File: src/rtl/combat_ctrl.sv
// combat_ctrl: match controller for a two-player fighting game.
// Detects attack/hurt box overlaps and lands at most one hit per attack.
// Tracks health, block charges and block regeneration for each player.
// Sequences the match IDLE -> COUNTDOWN -> FIGHT -> OVER.
// Ports:
//   clk, rst (sync, active-high), start (level)
//   p1/p2_state            : player FSM state codes
//   p1/p2_{basic,dir,hurt}_box : {x1,x2,y1,y2}, 10 bits per field
//   p1/p2_hitFlag          : 01 hit by basic, 10 hit by directional (one cycle)
//   p1/p2_health, p1/p2_block : remaining health / block charges
//   game_state             : 0 IDLE, 1 COUNTDOWN, 2 FIGHT, 3 OVER
//   winner                 : 0 none, 1 P1, 2 P2, 3 draw
module combat_ctrl #(
    parameter int unsigned HEALTH_INIT = 3,
    parameter int unsigned BLOCK_INIT  = 3,
    parameter int unsigned BLOCK_REGEN = 180,
    parameter int unsigned COUNTDOWN   = 120
) (
    input  logic        clk,
    input  logic        rst,
    input  logic        start,
    input  logic [3:0]  p1_state,
    input  logic [3:0]  p2_state,
    input  logic [39:0] p1_basic_box,
    input  logic [39:0] p1_dir_box,
    input  logic [39:0] p1_hurt_box,
    input  logic [39:0] p2_basic_box,
    input  logic [39:0] p2_dir_box,
    input  logic [39:0] p2_hurt_box,
    output logic [1:0]  p1_hitFlag,
    output logic [1:0]  p2_hitFlag,
    output logic [2:0]  p1_health,
    output logic [2:0]  p2_health,
    output logic [2:0]  p1_block,
    output logic [2:0]  p2_block,
    output logic [1:0]  game_state,
    output logic [1:0]  winner
);

    localparam int unsigned RW = (BLOCK_REGEN > 1) ? $clog2(BLOCK_REGEN) : 1;
    localparam int unsigned CW = (COUNTDOWN > 1) ? $clog2(COUNTDOWN) : 1;

    localparam logic [3:0]    ST_MOVEBACK = 4'd2;
    localparam logic [3:0]    ST_B_ATK    = 4'd4;
    localparam logic [3:0]    ST_D_ATK    = 4'd7;
    localparam logic [2:0]    HEALTH_FULL = 3'(HEALTH_INIT);
    localparam logic [2:0]    BLOCK_FULL  = 3'(BLOCK_INIT);
    localparam logic [RW-1:0] REGEN_LAST  = RW'(BLOCK_REGEN - 1);
    localparam logic [CW-1:0] CD_LAST     = CW'(COUNTDOWN - 1);

    typedef enum logic [1:0] {
        S_IDLE      = 2'd0,
        S_COUNTDOWN = 2'd1,
        S_FIGHT     = 2'd2,
        S_OVER      = 2'd3
    } state_e;

    state_e         state_q, state_d;
    logic [CW-1:0]  cd_q, cd_d;
    logic [1:0]     winner_q, winner_d;
    logic [2:0]     health_q [2];
    logic [2:0]     health_d [2];
    logic [2:0]     block_q  [2];
    logic [2:0]     block_d  [2];
    logic [RW-1:0]  regen_q  [2];
    logic [RW-1:0]  regen_d  [2];
    logic [1:0]     flag_q   [2];
    logic [1:0]     flag_d   [2];
    logic [1:0]     done_q, done_d;
    logic           reload;

    logic [3:0]     st    [2];
    logic [39:0]    basic [2];
    logic [39:0]    dir   [2];
    logic [39:0]    hurt  [2];
    logic [1:0]     typ   [2];
    logic [1:0]     land;
    logic [1:0]     blk;

    assign st[0]    = p1_state;
    assign st[1]    = p2_state;
    assign basic[0] = p1_basic_box;
    assign basic[1] = p2_basic_box;
    assign dir[0]   = p1_dir_box;
    assign dir[1]   = p2_dir_box;
    assign hurt[0]  = p1_hurt_box;
    assign hurt[1]  = p2_hurt_box;

    // Inclusive-edge rectangle intersection on {x1,x2,y1,y2}
    function automatic logic overlap(input logic [39:0] a, input logic [39:0] b);
        return (a[39:30] <= b[29:20]) && (b[39:30] <= a[29:20]) &&
               (a[19:10] <= b[9:0])   && (b[19:10] <= a[9:0]);
    endfunction

    // Hit candidates per attacker, landing qualification, and defender block decision
    always_comb begin
        for (int i = 0; i < 2; i++) begin
            typ[i] = 2'b00;
            if (st[i] == ST_B_ATK && overlap(basic[i], hurt[1-i])) begin
                typ[i] = 2'b01;
            end else if (st[i] == ST_D_ATK && overlap(dir[i], hurt[1-i])) begin
                typ[i] = 2'b10;
            end
            land[i] = (state_q == S_FIGHT) && (typ[i] != 2'b00) && !done_q[i];
        end
        // blk indexed by defender; attacker is the other player
        for (int d = 0; d < 2; d++) begin
            blk[d] = land[1-d] && (st[d] == ST_MOVEBACK) && (block_q[d] != 3'd0);
        end
    end

    // Next-state: match FSM, damage, blocking, regen and hit latches
    always_comb begin
        state_d  = state_q;
        cd_d     = cd_q;
        winner_d = winner_q;
        reload   = 1'b0;
        for (int i = 0; i < 2; i++) begin
            health_d[i] = health_q[i];
            block_d[i]  = block_q[i];
            regen_d[i]  = regen_q[i];
            flag_d[i]   = 2'b00;
        end

        case (state_q)
            S_IDLE: begin
                if (start) begin
                    reload  = 1'b1;
                    state_d = S_COUNTDOWN;
                end
            end
            S_COUNTDOWN: begin
                if (cd_q == CD_LAST) begin
                    cd_d    = '0;
                    state_d = S_FIGHT;
                end else begin
                    cd_d = cd_q + CW'(1);
                end
            end
            S_FIGHT: begin
                for (int d = 0; d < 2; d++) begin
                    if (land[1-d]) begin
                        flag_d[d] = typ[1-d];
                    end
                    if (land[1-d] && !blk[d] && health_q[d] != 3'd0) begin
                        health_d[d] = health_q[d] - 3'd1;
                    end
                    // A consumed charge restarts the regen interval
                    if (blk[d]) begin
                        block_d[d] = block_q[d] - 3'd1;
                        regen_d[d] = '0;
                    end else if (block_q[d] < BLOCK_FULL) begin
                        if (regen_q[d] == REGEN_LAST) begin
                            block_d[d] = block_q[d] + 3'd1;
                            regen_d[d] = '0;
                        end else begin
                            regen_d[d] = regen_q[d] + RW'(1);
                        end
                    end else begin
                        regen_d[d] = '0;
                    end
                end
                // Enter OVER alongside the killing blow so the final hitFlag is still seen
                if (health_d[0] == 3'd0 || health_d[1] == 3'd0) begin
                    state_d = S_OVER;
                    if (health_d[0] == 3'd0 && health_d[1] == 3'd0) begin
                        winner_d = 2'd3;
                    end else if (health_d[0] == 3'd0) begin
                        winner_d = 2'd2;
                    end else begin
                        winner_d = 2'd1;
                    end
                end
            end
            S_OVER: begin
                if (start) begin
                    reload  = 1'b1;
                    state_d = S_COUNTDOWN;
                end
            end
            default: state_d = S_IDLE;
        endcase

        // Latch stays set until the attacker leaves both attack-active states
        for (int a = 0; a < 2; a++) begin
            if (land[a]) begin
                done_d[a] = 1'b1;
            end else if (st[a] != ST_B_ATK && st[a] != ST_D_ATK) begin
                done_d[a] = 1'b0;
            end else begin
                done_d[a] = done_q[a];
            end
        end

        if (reload) begin
            winner_d = 2'd0;
            cd_d     = '0;
            done_d   = 2'b00;
            for (int i = 0; i < 2; i++) begin
                health_d[i] = HEALTH_FULL;
                block_d[i]  = BLOCK_FULL;
                regen_d[i]  = '0;
            end
        end
    end

    // State registers
    always_ff @(posedge clk) begin
        if (rst) begin
            state_q  <= S_IDLE;
            cd_q     <= '0;
            winner_q <= 2'd0;
            done_q   <= 2'b00;
            for (int i = 0; i < 2; i++) begin
                health_q[i] <= HEALTH_FULL;
                block_q[i]  <= BLOCK_FULL;
                regen_q[i]  <= '0;
                flag_q[i]   <= 2'b00;
            end
        end else begin
            state_q  <= state_d;
            cd_q     <= cd_d;
            winner_q <= winner_d;
            done_q   <= done_d;
            for (int i = 0; i < 2; i++) begin
                health_q[i] <= health_d[i];
                block_q[i]  <= block_d[i];
                regen_q[i]  <= regen_d[i];
                flag_q[i]   <= flag_d[i];
            end
        end
    end

    assign game_state = state_q;
    assign winner     = winner_q;
    assign p1_hitFlag = flag_q[0];
    assign p2_hitFlag = flag_q[1];
    assign p1_health  = health_q[0];
    assign p2_health  = health_q[1];
    assign p1_block   = block_q[0];
    assign p2_block   = block_q[1];

endmodule

File: config.mk
export PLATFORM = sky130hd
export DESIGN_NAME = combat_ctrl
export DESIGN_NICKNAME = d
export VERILOG_FILES = /design/src/rtl/combat_ctrl.sv
export SDC_FILE = /design/constraint.sdc
export NUM_CORES = 1
export LEC_CHECK = 0
export CAP_MARGIN = 20
export CORE_MARGIN = 2
export CORE_UTILIZATION = 40
export DETAILED_ROUTE_END_ITERATION = 10
export GPL_ROUTABILITY_DRIVEN = 1
export PLACE_DENSITY = 0.79
export SYNTH_ARGS = -nofsm -noshare
export SYNTH_HDL_FRONTEND = slang
export SYNTH_SLANG_ARGS = --single-unit
File: constraint.sdc
create_clock -name clk -period 2.8 [get_ports clk]
set_input_delay 0.56 -clock clk [delete_from_list [all_inputs] [get_ports clk]]
set_output_delay 0.56 -clock clk [all_outputs]
set_load 0.01 [all_outputs]
==> flow_summary.toml, run 1 <==
[floorplanning]
die_h_um = 129.6
die_w_um = 129.6
io_pins = 271
die_area_um2 = 16790
start_util_pct = 41.18
num_rows = 45
core_area_um2 = 15310

[route]
wire_per_inst_um = 21.69
drtAntennaViolNets = 0
vias_per_cell = 5.741
via_count = 8054
drt_iter0_drc = 396
wl_mm = 30.43
drtPass1Iterations = 5
route.detailed.drc = 0

[synth]
yosysTopAreaCellShare_pct = 33.53
syn_area_per_cell_um2 = 7.701
ys_seq_area_share_pct = 14.28
synth_top_cells_by_area = "ha_1 (34%), dfxtp_1 (14%), inv_1 (8.9%), a21oi_1 (4.8%), nand4_1 (3.1%)"
synth.most_common_cell = "ha_1"
synthFlopType = "dfxtp_1"
async_flop_share_pct = 0
syn_nets = 1241
yosys-top-cells-count = "ha_1 (169), inv_1 (150), a21oi_1 (61)"
syn_inst = 819
netlist-cell-type-count = 59
synth-edff-count = 0
synth-warning-count = 0
yosys.area.top_type = "ha_1"
synth-seq-cells = 45
synthesis.area_um2 = 6307

[clock_network]
ctsHoldBuffers = 0
cts_root_buf = "clkbuf_16"
cts_made_buffers = 5
htree_levels = 2
cts_tree = "yes"
clock_latency_ns = 0.29
cts.sinks = 45
clk_pin_slew_ns = 0.06
clockBufferDepth = 2

[global_routing]
grtUsageMet3_pct = 9.703
grt_antenna_before_repair = 11
met2_usage_pct = 61.60
grt-ovfl-total = 0
grt_busiest_layer = "met2"
met1_usage_pct = 31.93
first_global_vias = 8543
grt_pass1_wl_mm = 43.19
grt_usage_pct = 33.01
grt_max_degree = 15

[timing]
fin_crit_ns = 3.043
hold_viol_final = 0
worst_slew_pin_slew_ns = 0.5827
timing.final.setup_violations = 17
skew_ns = 0.003776
setup_ws_ns = -0.2429
fmax_mhz = 328.6
slew_viol_final = 0
relSlewSlack_pct = 60.92
fin_crit_sh_pct = 108.7
rsz0062_at_grt = "yes"

[pwr]
power_density_nw_per_um2 = 269.4
p_clk_share_pct = 20.3
peakVddDrop_v = 0.0002308
leakagePower_nw = 5.162
p_int_mw = 2.005
combPwrFrac_pct = 58.8
switching_share_pct = 38.47
p_seq_share_pct = 20.9
p_switching_mw = 1.254

[job]
maxCapViolCount = 0

[critical_path]
reg2reg_setup_slack_ns = 0.42
timing_worst_setup_path_type = "input pin to register"
start_kind = "input pin"
crit_chain = "clkdlybuf4s15_1, buf_4, ha_4, nand3_2, nor3_2, o21ai_1, o211ai_1, a2111oi_4, buf_4, o211ai_4, clkinv_2, fa_2, nand2b_4, and3_1, nor3_1"
crit_slowest_cell = "fa_2"
rr_worst_depth = 11
r2r_end = "block_q[0][2]$_SDFFE_PP0P_"
cp-startpoint = "p2_hurt_box[12]"
crit_path_end_kind = "register"
crit_path_frequent_cell = "buf_4"
max_stage_delay_ns = 0.35
cp.required_ns = 3.01
arrival_ns = 3.26
reg2reg_from = "game_state[0]$_SDFFE_PP0P_"
cp_max_fo = 4

[hold_path]
hold_end = "regen_q[0][1]$_SDFFE_PP0N_"
hold_class = "register to register"
hp-start = "regen_q[0][1]$_SDFFE_PP0N_"
whs_path_depth = 2

[cells_and_area]
area_growth_pct = 91.85
final_util_pct = 79.01
fillerInstances = 857
drive_gt1_share_pct = 49.58
final_net_count = 1604

[run_status]
outcome = "complete, but fails checks"
violations = "negative setup slack"

[placed_design]
port_buffers = 270
hpwlAfterDp_mm = 18.00
gp_congestion = 0.8918
place_ws_ns = -0.9386
==> cell usage in the layout, fill, tap and decap left out, types with 31 or more instances in the layout <==
| master | count |
|---|---|
| nand4_1 | 31 |
| a21oi_2 | 36 |
| dlygate4sd2_1 | 83 |
| buf_2 | 34 |
| ha_1 | 37 |
| ha_4 | 122 |
| buf_4 | 90 |
| nand2_1 | 46 |
| clkdlybuf4s50_1 | 38 |
| nor2_1 | 44 |
| clkbuf_2 | 49 |
| clkdlybuf4s15_1 | 31 |
| inv_2 | 87 |
| inv_1 | 48 |
| dfxtp_1 | 45 |
==> critical path: cells and delay by family <==
family | cells | cell delay [ns]
compound gates | 4 | 0.63
fa+ha+maj | 2 | 0.64
buf+inv | 4 | 0.70
simple gates | 5 | 0.73
==> final cells by class <==
class / instances / area [um2] / share of cell area [%]
tap: 211 / 264.0 / 2.182
inverter: 151 / 628.1 / 5.191
multi-input combinational: 616 / 7169 / 59.25
sequential: 45 / 900.9 / 7.445
clock buffer: 5 / 125.1 / 1.034
timing repair buffer: 363 / 2953 / 24.40
antenna: 10 / 25.02 / 0.2068
clock inverter: 2 / 35.03 / 0.2895
==> flip-flops by register name (all words and copies together) (netlist names) <==
name / flops
game_state: 2
cd_q: 7
block_q: 6
regen_q: 16
flag_q: 4
winner: 2
done_q: 2
health_q: 6
==> power by group through the flow <==
| stage | Sequential [mW] | Combinational (mW) | Clock (mW) |
|---|---|---|---|
| 2_1_floorplan | 0.695 | 0.697 | 0 |
| 3_3_place_gp | 0.695 | 1.37 | 0 |
| 3_5_place_dp | 0.695 | 1.41 | 0 |
| 4_1_cts | 0.681 | 1.66 | 0.664 |
| 5_1_grt | 0.684 | 2.05 | 0.688 |
| 6_report | 0.682 | 1.92 | 0.662 |
==> worst max-delay path by stage <==
stage,slack (ns),to,cells past startpoint
finish,-0.24,block_q[0][5]$_SDFFE_PP0P_,15
global route,-0.39,game_state[0]$_SDFFE_PP0P_,13
CTS,-0.04,game_state[0]$_SDFFE_PP0P_,11
detailed placement,-0.94,game_state[0]$_SDFFE_PP0P_,13
global placement,-0.81,game_state[0]$_SDFFE_PP0P_,13
floorplan,-0.07,game_state[0]$_SDFFE_PP0P_,11
==> logic make-up after synthesis <==
| group | share of synthesized area (%) |
|---|---|
| and+or+nand+nor | 20.61 |
| xor gates and xnor gates | 1.666 |
| buffers and inverters | 9.403 |
| AOI/OAI and AO/OA | 18.73 |
| DFF | 14.28 |
| adders and majority gates | 34.16 |
| muxes | 1.151 |
==> layer usage <==
layer / part of all wire (%) / up-vias
met2: 49 / 453
met3: 8.2 / 197
met5: 0.043 / -
li1: - / 3664
met1: 34 / 3738
met4: 8.0 / 2
==> repair_timing <==
| action | in CTS | in global routing |
|---|---|---|
| gates resized for setup | 671 | 270 |
| pin swaps | 240 | 88 |
| setup buffers | 20 | 13 |
| endpoints found under the setup margin | 32 | 31 |
==> stage by stage <==
step / instances / total power, mW / hold WS [ns] / cell area (um2) / setup TNS [ns]
after detailed placement: 1358 / 2.103 / 0.4653 / 10040 / -23.61
after global routing: 1401 / 3.423 / 0.5015 / 12100 / -4.870
after CTS: 1383 / 3.009 / 0.4778 / 11740 / -0.1025
final: 1403 / 3.259 / 0.4761 / 12100 / -2.010
after floorplan: 819 / 1.392 / 0.4442 / 6615 / -0.1829
after global placement: 1358 / 2.061 / 0.4579 / 10040 / -20.80
Power figures use the tool's default switching activity.
==> run 2: changes to the inputs <==
--- a/config.mk
+++ b/config.mk
@@ -5,7 +5,6 @@
 export SDC_FILE = /design/constraint.sdc
 export NUM_CORES = 1
 export LEC_CHECK = 0
-export CAP_MARGIN = 20
 export CORE_MARGIN = 2
 export CORE_UTILIZATION = 40
 export DETAILED_ROUTE_END_ITERATION = 10
==> results of run 2 <==
The final DEF is identical to that of run 1; final timing and power are the same.
